==> config.mk <==
export PLATFORM = sky130hd
export DESIGN_NAME = piso_serializer
export DESIGN_NICKNAME = d
export VERILOG_FILES = /design/src/rtl/piso_serializer.sv
export SDC_FILE = /design/constraint.sdc
export NUM_CORES = 1
export LEC_CHECK = 0
export CAP_MARGIN = 20
export CORE_MARGIN = 8
export CORE_UTILIZATION = 45
export DETAILED_ROUTE_END_ITERATION = 12
export GPL_ROUTABILITY_DRIVEN = 0
export PLACE_DENSITY = 0.74
export SLEW_MARGIN = 5
export SYNTH_ARGS = -nofsm -noshare
export SYNTH_HDL_FRONTEND = slang
export SYNTH_SLANG_ARGS = --single-unit
==> constraint.sdc <==
create_clock -name clk -period 1.6 [get_ports clk]
set_clock_uncertainty 0.1 [all_clocks]
set_input_delay 0.24 -clock clk [delete_from_list [all_inputs] [get_ports clk]]
set_output_delay 0.24 -clock clk [all_outputs]
set_load 0.01 [all_outputs]
==> src/rtl/piso_serializer.sv <==
// piso_serializer: parallel-in serial-out transmitter with valid/ready load handshake
// Ports:
//   clk         rising-edge clock
//   reset       synchronous, active-low reset
//   load_valid  load_data is valid
//   load_ready  a word can be accepted this cycle (combinational)
//   load_data   WIDTH-bit word, sampled only on handshake
//   hold        pauses shifting while high
//   ser_out     serial data bit
//   ser_valid   ser_out carries a frame bit this cycle
//   frame_start first bit of a frame
//   ser_last    final bit of a frame
// Define PARITY_EN to append an even-parity bit to every frame.
module piso_serializer #(
  parameter int WIDTH     = 8,
  parameter bit MSB_FIRST = 1'b1
) (
  input  logic             clk,
  input  logic             reset,
  input  logic             load_valid,
  output logic             load_ready,
  input  logic [WIDTH-1:0] load_data,
  input  logic             hold,
  output logic             ser_out,
  output logic             ser_valid,
  output logic             frame_start,
  output logic             ser_last
);
  localparam int CW = $clog2(WIDTH + 1);
`ifdef PARITY_EN
  typedef enum logic [1:0] {IDLE, SHIFT, PAR} state_e;
  localparam bit PAR_ON = 1'b1;
  logic parity_q, parity_d;
`else
  typedef enum logic {IDLE, SHIFT} state_e;
  localparam bit PAR_ON = 1'b0;
`endif
  state_e state_q, state_d;
  logic [WIDTH-1:0] shreg_q, shreg_d;
  logic [CW-1:0] cnt_q, cnt_d;
  logic ser_out_q, ser_out_d;
  logic ser_valid_q, ser_valid_d;
  logic frame_start_q, frame_start_d;
  logic ser_last_q, ser_last_d;
  logic data_end, last, accept;

  // cnt_q indexes the bit currently on ser_out; the register always holds the
  // unsent remainder of the word with the displayed bit at its head
  assign data_end = (state_q == SHIFT) && (cnt_q == CW'(WIDTH - 1));
`ifdef PARITY_EN
  assign last = (state_q == PAR);
`else
  assign last = data_end;
`endif
  assign load_ready  = (state_q == IDLE) || (last && !hold);
  assign accept      = load_valid && load_ready;
  assign ser_out     = ser_out_q;
  assign ser_valid   = ser_valid_q;
  assign frame_start = frame_start_q;
  assign ser_last    = ser_last_q;

  always_comb begin
    state_d       = state_q;
    shreg_d       = shreg_q;
    cnt_d         = cnt_q;
    ser_out_d     = ser_out_q;
    ser_valid_d   = ser_valid_q;
    frame_start_d = frame_start_q;
    ser_last_d    = ser_last_q;
`ifdef PARITY_EN
    parity_d      = parity_q;
`endif
    if (accept) begin
      state_d       = SHIFT;
      shreg_d       = load_data;
      cnt_d         = '0;
      ser_out_d     = MSB_FIRST ? load_data[WIDTH-1] : load_data[0];
      ser_valid_d   = 1'b1;
      frame_start_d = 1'b1;
      ser_last_d    = 1'b0;
`ifdef PARITY_EN
      parity_d      = ^load_data;
`endif
    end else if (state_q != IDLE && hold) begin
      // frozen bit is reported invalid; markers stay for when hold releases
      ser_valid_d = 1'b0;
    end else if (last) begin
      state_d       = IDLE;
      cnt_d         = '0;
      ser_out_d     = 1'b0;
      ser_valid_d   = 1'b0;
      frame_start_d = 1'b0;
      ser_last_d    = 1'b0;
    end
`ifdef PARITY_EN
    else if (data_end) begin
      state_d       = PAR;
      cnt_d         = cnt_q + CW'(1);
      ser_out_d     = parity_q;
      ser_valid_d   = 1'b1;
      frame_start_d = 1'b0;
      ser_last_d    = 1'b1;
    end
`endif
    else if (state_q == SHIFT) begin
      shreg_d       = MSB_FIRST ? {shreg_q[WIDTH-2:0], 1'b0} : {1'b0, shreg_q[WIDTH-1:1]};
      cnt_d         = cnt_q + CW'(1);
      ser_out_d     = MSB_FIRST ? shreg_q[WIDTH-2] : shreg_q[1];
      ser_valid_d   = 1'b1;
      frame_start_d = 1'b0;
      ser_last_d    = !PAR_ON && (cnt_q == CW'(WIDTH - 2));
    end
  end

  always_ff @(posedge clk) begin
    if (!reset) begin
      state_q       <= IDLE;
      shreg_q       <= '0;
      cnt_q         <= '0;
      ser_out_q     <= 1'b0;
      ser_valid_q   <= 1'b0;
      frame_start_q <= 1'b0;
      ser_last_q    <= 1'b0;
`ifdef PARITY_EN
      parity_q      <= 1'b0;
`endif
    end else begin
      state_q       <= state_d;
      shreg_q       <= shreg_d;
      cnt_q         <= cnt_d;
      ser_out_q     <= ser_out_d;
      ser_valid_q   <= ser_valid_d;
      frame_start_q <= frame_start_d;
      ser_last_q    <= ser_last_d;
`ifdef PARITY_EN
      parity_q      <= parity_d;
`endif
    end
  end
endmodule

-- Word level (Yosys, flattened, before mapping)
Index checks and enable logic that the tools add are counted.
- output and inout port bits: 5
- flip-flop bits (word level): 16
- bits of input ports: 12
- logic and storage cells: 54
- muxes and demuxes: 23
- reduce and logical (&&, ||, !) cells: 16
- equality and inequality tests: 4
- bitwise logic cells: 3
- add/sub/neg operators: 1
- operator list (kind ; count):
    $mux 7 ; 4
    $mux 1 ; 17
    $eq 4x3->1 const B ; 2
    $mux 4 ; 2
    $reduce_and 2->1 ; 3
    $reduce_bool 2->1 ; 3
    $add 4x1->4 const B ; 1
    $logic_and 1x1->1 ; 4
    $reduce_bool 4->1 ; 1
    $not 1->1 ; 3
    $reduce_and 3->1 ; 1
    $reduce_bool 3->1 ; 1
    $ne 2x1->1 const B ; 1
    $ne 2x2->1 const B ; 1
    $reduce_or 2->1 ; 1
    $logic_not 1->1 ; 1
    $logic_or 1x1->1 ; 1

-- Logic depth before layout (Yosys ltp)
Gate-level depths: netlist of run 1.
- depth after elaboration: 7
- depth in mapped cells: 5
- mapped depth without buffers: 5

-- Worst setup path after synthesis of run 1
Ideal clock, no wire load.
- path type: reg-to-reg
- start point: register cnt_q[0]
- end point: register cnt_q[3]
- cell stages (with the launch flop): 6
- clock period less this slack: 1.618 ns
- path buffers: 1
- data required time: 1.430 ns
- path slack: -0.018 ns
- setup time: 0.070 ns
- data arrival time: 1.448 ns
- cells stage by stage: dfxtp_1 -> ha_1 -> and3b_4 -> buf_6 -> or4_1 -> a21oi_1
- longest elaborated chain between the ends: 6
- elaborated cells between the ends (all ways): 11
- classes of those cells: add/sub: 1; eq/ne: 1; mux: 2; reduce/logical: 7
- ends and longest elaborated chain (element ; RTL line ; source):
    start, declared ; 40 ; logic [CW-1:0] cnt_q, cnt_d;
    start signal, assigned ; 130 ; cnt_q <= cnt_d;
    parallel branches: the longest is 6 deep, another holds $add 4x1->4 ; n/a ;
Several ways; the timed one is not identified. The select of a mux whose other input is x is not followed.
A chain may end at the register's enable or synchronous reset.

-- Worst setup path in the final report of run 1
- start point: register cnt_q[0]
- end point: register shreg_q[1]
- longest elaborated chain between the ends: 7
- elaborated cells between the ends (all ways): 10
- classes of those cells: eq/ne: 3; mux: 1; reduce/logical: 6
- ends and longest elaborated chain (element ; RTL line ; source):
    $eq 4x3->1 * ; 49 ; assign data_end = (state_q == SHIFT) && (cnt_q == CW'(WIDTH - 1));
    $logic_and 1x1->1 * ; 49 ;
    $logic_and 1x1->1 ; 55 ; assign load_ready = (state_q == IDLE) || (last && !hold);
    $logic_or 1x1->1 ; 55 ;
    $logic_and 1x1->1 ; 56 ; assign accept = load_valid && load_ready;
    $ne 2x1->1 (no source line), or another cell as far along ; n/a ;
    $reduce_and 3->1 (no source line) ; n/a ;
    end signal, assigned ; 129 ; shreg_q <= shreg_d;
    end, declared ; 39 ; logic [WIDTH-1:0] shreg_q, shreg_d;
Mark *: on every way between the ends. The rest lies on a longest branch, timed or not.

==> flow_metrics.tcl, run 1 <==
set metrics [dict create \
    max_slew.worst_pin.slew_ns 0.306 \
    diodes 0 \
    synth-seq-area-share_pct 36.4 \
    fmax_ghz 0.644 \
    yosys-mux-area-fraction_pct 2.28 \
    grt_max_degree 11 \
    die_w_um 60.2 \
    avgRoutedWirePerCell_um 14.1 \
    globalRouteOverflowTotal 0 \
    slew_headroom_pct 79.1 \
    rsz0062_at_grt "false" \
    drc 0 \
    synth_nets 112 \
    fin_nets 149 \
    crit_fanout 7 \
    wl_met3_um 111 \
    h-tree-depth 1 \
    grt_pass1_vias 862 \
    worstSetupPathType "flip-flop to flip-flop" \
    via_per_inst 5.28 \
    post-dp-hpwl_um 1730 \
    hold_ws_ns 0.370 \
    power_density_mw_per_mm2 680 \
    synth_compound_area_share_pct 26.3 \
    rows 16 \
    die_height_um 60.2 \
    fin_cells 160 \
    drive_gt1_share_pct 30.8 \
    ys_warn_count 0 \
    outcome "complete, no violations" \
    synth_cell_types 32 \
    grt_usage_pct 14.0 \
    cp.arrival_ns 1.63 \
    worstPathRequired_ns 1.68 \
    vdd_drop_max_mv 0.659 \
    start_util_pct 46.3 \
    root_buffer "clkbuf_4" \
    vias 844 \
    synthToLayoutAreaGrowth_pct 41.8 \
    postSynthAreaPerCell_um2 8.98 \
    clk_latency_ns 0.29 \
    detail-route-antenna-nets 0 \
    period_share_pct 97.0 \
    syn_area_um2 880 \
    wl_met2_um 1070 \
    hold_viol_final 0 \
    fin_crit_ns 1.55 \
    start_kind "flip-flop" \
    totalWireLength_um 2260 \
    cts.sinks 16 \
    power_leakage_nw 0.465 \
    slowest_delay_ns 0.38 \
    first_pass_iters 4 \
    synth_xor_area_share_pct 0.996 \
    final_common_cell "buf_4" \
    setup_viol 0 \
    slowest_stage "a2111oi_2" \
    clockBufferDepth 2 \
    dieArea_mm2 0.00363 \
    wl_met1_um 1030 \
    final_cell_mix "buf_4, clkdlybuf4s50_1, nor3_1, dfxtp_1" \
    numCtsBuffers 3 \
    path_clk_slew_ns 0.09 \
    synth_top_family_by_area "compound AO/OA/AOI/OAI gates" \
    synth-adder-area-share_pct 2.84 \
    hp-class "flip-flop to flip-flop" \
    fillers 157 \
    setup.worst_path.end_class "flip-flop" \
    synthCells 98 \
    cts_tree "done" \
    totalPowerFinal_mw 0.848 \
    core_mm2 0.00190 \
    grt_pass1_wl_um 3850 \
    cap_violations 0 \
    synthSimpleGateAreaFrac_pct 23.8 \
    drv_slew 0 \
    top_layer_used "met4" \
    ios 17 \
    antenna_found_initial 0 \
    synth_seq_cells 16 \
    drt_iter0_markers 14 \
    numPortBuffers 16 \
    worstPathCellList "ha_4, buf_4, nand3b_1, a21oi_4, a2111oi_2" \
    dp_cells 156 \
]
## layout make-up
type                            instances  area, µm²  area share [%]
Multi-Input combinational cell         69        520            41.7
Sequential cell                        16        324            26.0
Timing Repair Buffer                   37        317            25.4
Tap cell                               27       33.8            2.71
Inverter                                8       30.0            2.41
Clock buffer                            3       22.5            1.81
## power by group
part / switching (mW) / internal [mW] / total, mW / leakage [nW]
combinational: 0.0860 / 0.108 / 0.194 / 0.318
sequential: 0.0183 / 0.425 / 0.444 / 0.133
clock: 0.122 / 0.0875 / 0.210 / 0.0138
total: 0.227 / 0.621 / 0.848 / 0.465
## registers in the layout, indices dropped and copies added (netlist names)
name and cells:
ser_out 1, shreg_q 7, cnt_q 4, ser_last 1, frame_start 1, ser_valid 1, state_q 1
## kinds of logic after synthesis
logic type,Yosys count
compound gates,28
xor+xnor,1
fa+ha+maj,2
buf+inv,13
flops,16
mux,2
simple gates,36
## per-stage QoR
step	setup WS [ns]	TNS [ns]	area [µm²]	utilization, %
floorplan	0.0281	0	882	-
global placement	-0.219	-2.10	1190	62.6
detailed placement	-0.290	-2.89	1190	62.6
CTS	0.0204	0	1250	65.7
global route	0.00197	0	1250	65.6
finish	0.0480	0	1250	65.6
## routing by layer
layer	GRT usage [%]	vias up
li1	-	433
met1	16.6	386
met2	23.0	20
met3	2.80	5
met4	7.14	0
met5	0	-
## synthesized netlist by cell type, drive strengths merged
cell type	number	share of area, %
a2111oi	7	11
a211oi	1	0.85
a21boi	2	1.7
a21oi	6	3.8
a311o	1	1.1
and2	1	0.71
and3b	1	1.4
and4bb	1	1.4
buf	3	3.1
clkbuf	2	0.85
dfxtp	16	36
ha	2	2.8
inv	8	3.4
mux2i	2	2.3
nand2	4	1.7
nand2b	3	2.1
nand3	2	1.1
nand3b	2	1.7
nand4b	1	1.0
nand4bb	1	1.3
nor2	4	1.7
nor2b	1	0.71
nor3	14	8.0
o21a	2	1.7
o21ai	8	4.6
o221a	1	1.3
or4	1	0.85
xor2	1	1.0
## critical path: cells and delay by family, from the launching register on
family	cells	cell delay, ns
AO/OA/AOI/OAI	2	0.52
adder cells (fa/ha/maj)	1	0.17
buffers and inverters	1	0.14
flip-flops	1	0.35
AND/OR/NAND/NOR	1	0.18
## path summary, 6_finish.rpt
path,start,slack [ns],end,depth (start not counted)
worst min-delay path,ser_valid$_SDFFE_PN0P_,0.37,ser_valid$_SDFFE_PN0P_,2
worst max register to register,cnt_q[0]$_SDFFE_PP0P_,0.05,shreg_q[1]$_SDFFE_PN0P_,5
worst min register to register,ser_valid$_SDFFE_PN0P_,0.37,ser_valid$_SDFFE_PN0P_,2
worst max-delay path,cnt_q[0]$_SDFFE_PP0P_,0.05,shreg_q[1]$_SDFFE_PN0P_,5
## repair_timing
| item | CTS | global route |
|---|---|---|
| buffers inserted | 1 | 0 |
| hold buffers | 0 | 0 |
| setup endpoints to repair | 8 | 9 |
| pin swaps | 2 | 6 |
| resized for setup | 10 | 3 |
Power figures use the tool's default switching activity.
==> run 2, diff against run 1 <==
CORE_MARGIN = 2   (was 8)
MAX_ROUTING_LAYER = met4   (was default)
==> run 2 against run 1 <==
- clock-buffer cell count grew 1
- non-clock buffer count grew 2
- global-route usage grew 11 points
- final area grew 9.6%
- largest power group unchanged
- sequential share of layout area shrank 2.3 points
- register-to-register slack lost 0.03 ns
- via count grew 5.9%
- hold slack gained 0.0011 ns
- power grew 11%
- routed wire length grew 8.8%
==> flow_metrics.tcl, run 2 (same netlist as run 1, synthesis figures left out) <==
set metrics [dict create \
    outcome "complete, no violations" \
    numCtsBuffers 3 \
    avgRoutedWirePerCell_um 15.3 \
    hold_end "ser_valid$_SDFFE_PN0P_" \
    fillers 128 \
    cap_violations 0 \
    holdPathStages 2 \
    numPortBuffers 16 \
    reg2reg_from "cnt_q[1]$_SDFFE_PP0P_" \
    final_common_cell "buf_4" \
    slowest_delay_ns 0.36 \
    vdd_drop_max_mv 0.497 \
    power_leakage_nw 0.503 \
    fmax_ghz 0.634 \
    cp.arrival_ns 1.65 \
    start_kind "flip-flop" \
    grt_pass1_vias 830 \
    drv_slew 0 \
    drive_gt1_share_pct 38.2 \
    hold_ws_ns 0.371 \
    worstHoldStart "ser_valid$_SDFFE_PN0P_" \
    crit_family "simple AND/OR/NAND/NOR gates" \
    period_share_pct 98.6 \
    hp-class "flip-flop to flip-flop" \
    power_density_mw_per_mm2 688 \
    cts.sinks 16 \
    rows 15 \
    ff2ff_path_depth 6 \
    max_slew.worst_pin.slew_ns 0.430 \
    synthToLayoutAreaGrowth_pct 55.5 \
    start_util_pct 49.3 \
    drc 0 \
    cp_common_cell "buf_6" \
    slowest_stage "dfxtp_2" \
    vias 894 \
    worstSetupPathType "flip-flop to flip-flop" \
    globalRouteOverflowTotal 0 \
    post-dp-hpwl_um 1710 \
    cts_tree "done" \
    path_clk_slew_ns 0.10 \
    grt_pass1_wl_um 3770 \
    cp_num_buf_inv 2 \
    cts_hold_buf 0 \
    diodes 0 \
    worstPathRequired_ns 1.67 \
    clockBufferDepth 2 \
    rsz0062_at_grt "true" \
    setup_viol 0 \
    die_height_um 48.2 \
    ios 17 \
    reg.largest.list "shreg_q (7), cnt_q (4)" \
    hold_viol_final 0 \
    h-tree-depth 1 \
    fin_nets 151 \
    totalWireLength_um 2460 \
    root_buffer "clkbuf_4" \
    dieArea_mm2 0.00232 \
    rrSetupSlack_ns 0.02 \
    grt_usage_pct 24.8 \
    largest_register "shreg_q" \
    fin_area_mm2 0.00137 \
    grt_max_degree 11 \
    antenna_found_initial 0 \
    setup.worst_path.end_class "flip-flop" \
    fin_crit_ns 1.58 \
    core_mm2 0.00178 \
    drt_iter0_markers 17 \
    worstPathCellList "ha_4, buf_6, nand3b_1, buf_6, nor3_1, a2111oi_4" \
    clk_latency_ns 0.29 \
    first_pass_iters 4 \
    final_cell_mix "buf_4, clkdlybuf4s50_1, dfxtp_1, inv_1, o21ai_0" \
    r2r_end "shreg_q[2]$_SDFFE_PN0P_" \
    die_w_um 48.2 \
    largest_register_ffs 7 \
    via_per_inst 5.55 \
    placed_area_mm2 0.00120 \
    detail-route-antenna-nets 0 \
    crit_fanout 7 \
    slew_headroom_pct 71.3 \
]
[run 2: changes by cell type in the layout (fill, tap and decap cells not counted), sizes merged]
cell    before  now
clkbuf       3    4
buf         22   24
[run 2: worst register-to-register path: stages, from the launching register on]
cell and delay [ns]:
dfxtp_2 0.36, ha_4 0.14, buf_6 0.10, nand3b_1 0.15, buf_6 0.19, nor3_1 0.36, a2111oi_4 0.05
[run 2: how the worst max path moves through the flow]
| stage | cells after the start | start | slack (ns) | to |
|---|---|---|---|---|
| finish | 6 | cnt_q[1]$_SDFFE_PP0P_ | 0.02 | shreg_q[2]$_SDFFE_PN0P_ |
| CTS | 5 | cnt_q[0]$_SDFFE_PP0P_ | -0.002 | cnt_q[3]$_SDFFE_PP0P_ |
| global route | 6 | cnt_q[1]$_SDFFE_PP0P_ | -0.05 | shreg_q[2]$_SDFFE_PN0P_ |
| floorplan | 5 | cnt_q[0]$_SDFFE_PP0P_ | 0.03 | cnt_q[3]$_SDFFE_PP0P_ |
| global placement | 4 | hold | -0.22 | load_ready |
| detailed placement | 5 | hold | -0.27 | shreg_q[1]$_SDFFE_PN0P_ |
[run 2: per-stage QoR]
stage / setup TNS [ns] / power (mW) / util, % / std cells / worst slack [ns]
6_report: 0 / 0.941 / 76.7 / 161 / 0.0224
5_1_grt: -0.103 / 0.991 / 76.7 / 161 / -0.0498
4_1_cts: -0.00162 / 0.915 / 70.8 / 161 / -0.00162
3_5_place_dp: -2.75 / 0.643 / 67.5 / 156 / -0.269
3_3_place_gp: -2.30 / 0.635 / 67.5 / 156 / -0.223
2_1_floorplan: 0 / 0.539 / - / 98 / 0.0281
[run 2: where the power goes]
| group | internal [mW] | leakage, nW | switching, mW |
|---|---|---|---|
| logic | 0.121 | 0.349 | 0.103 |
| registers | 0.425 | 0.133 | 0.0198 |
| clock network | 0.139 | 0.0210 | 0.134 |
[run 2: final cells by class]
class,count,area [µm²],share of cell area [%]
multi-input combinational,69,611,44.6
timing repair buffer,39,335,24.5
sequential,16,324,23.7
clock buffer,4,36.3,2.65
tap,25,31.3,2.29
inverter,8,30.0,2.20
[run 2: repair_timing]
item / CTS / global route
gates resized for setup: 8 / 19
pin swaps: 0 / 9
cloned: 0 / 0
setup buffers: 1 / 0
setup endpoints to repair: 9 / 9
[run 2: metal layers]
layer / track usage, % / vias to the layer above / routed length (µm)
met4: 6.49 / 0 / 38
li1: - / 439 / -
met2: 41.6 / 20 / 1290
met3: 7.78 / 6 / 96
met1: 28.5 / 429 / 1040
met5: - / - / 0
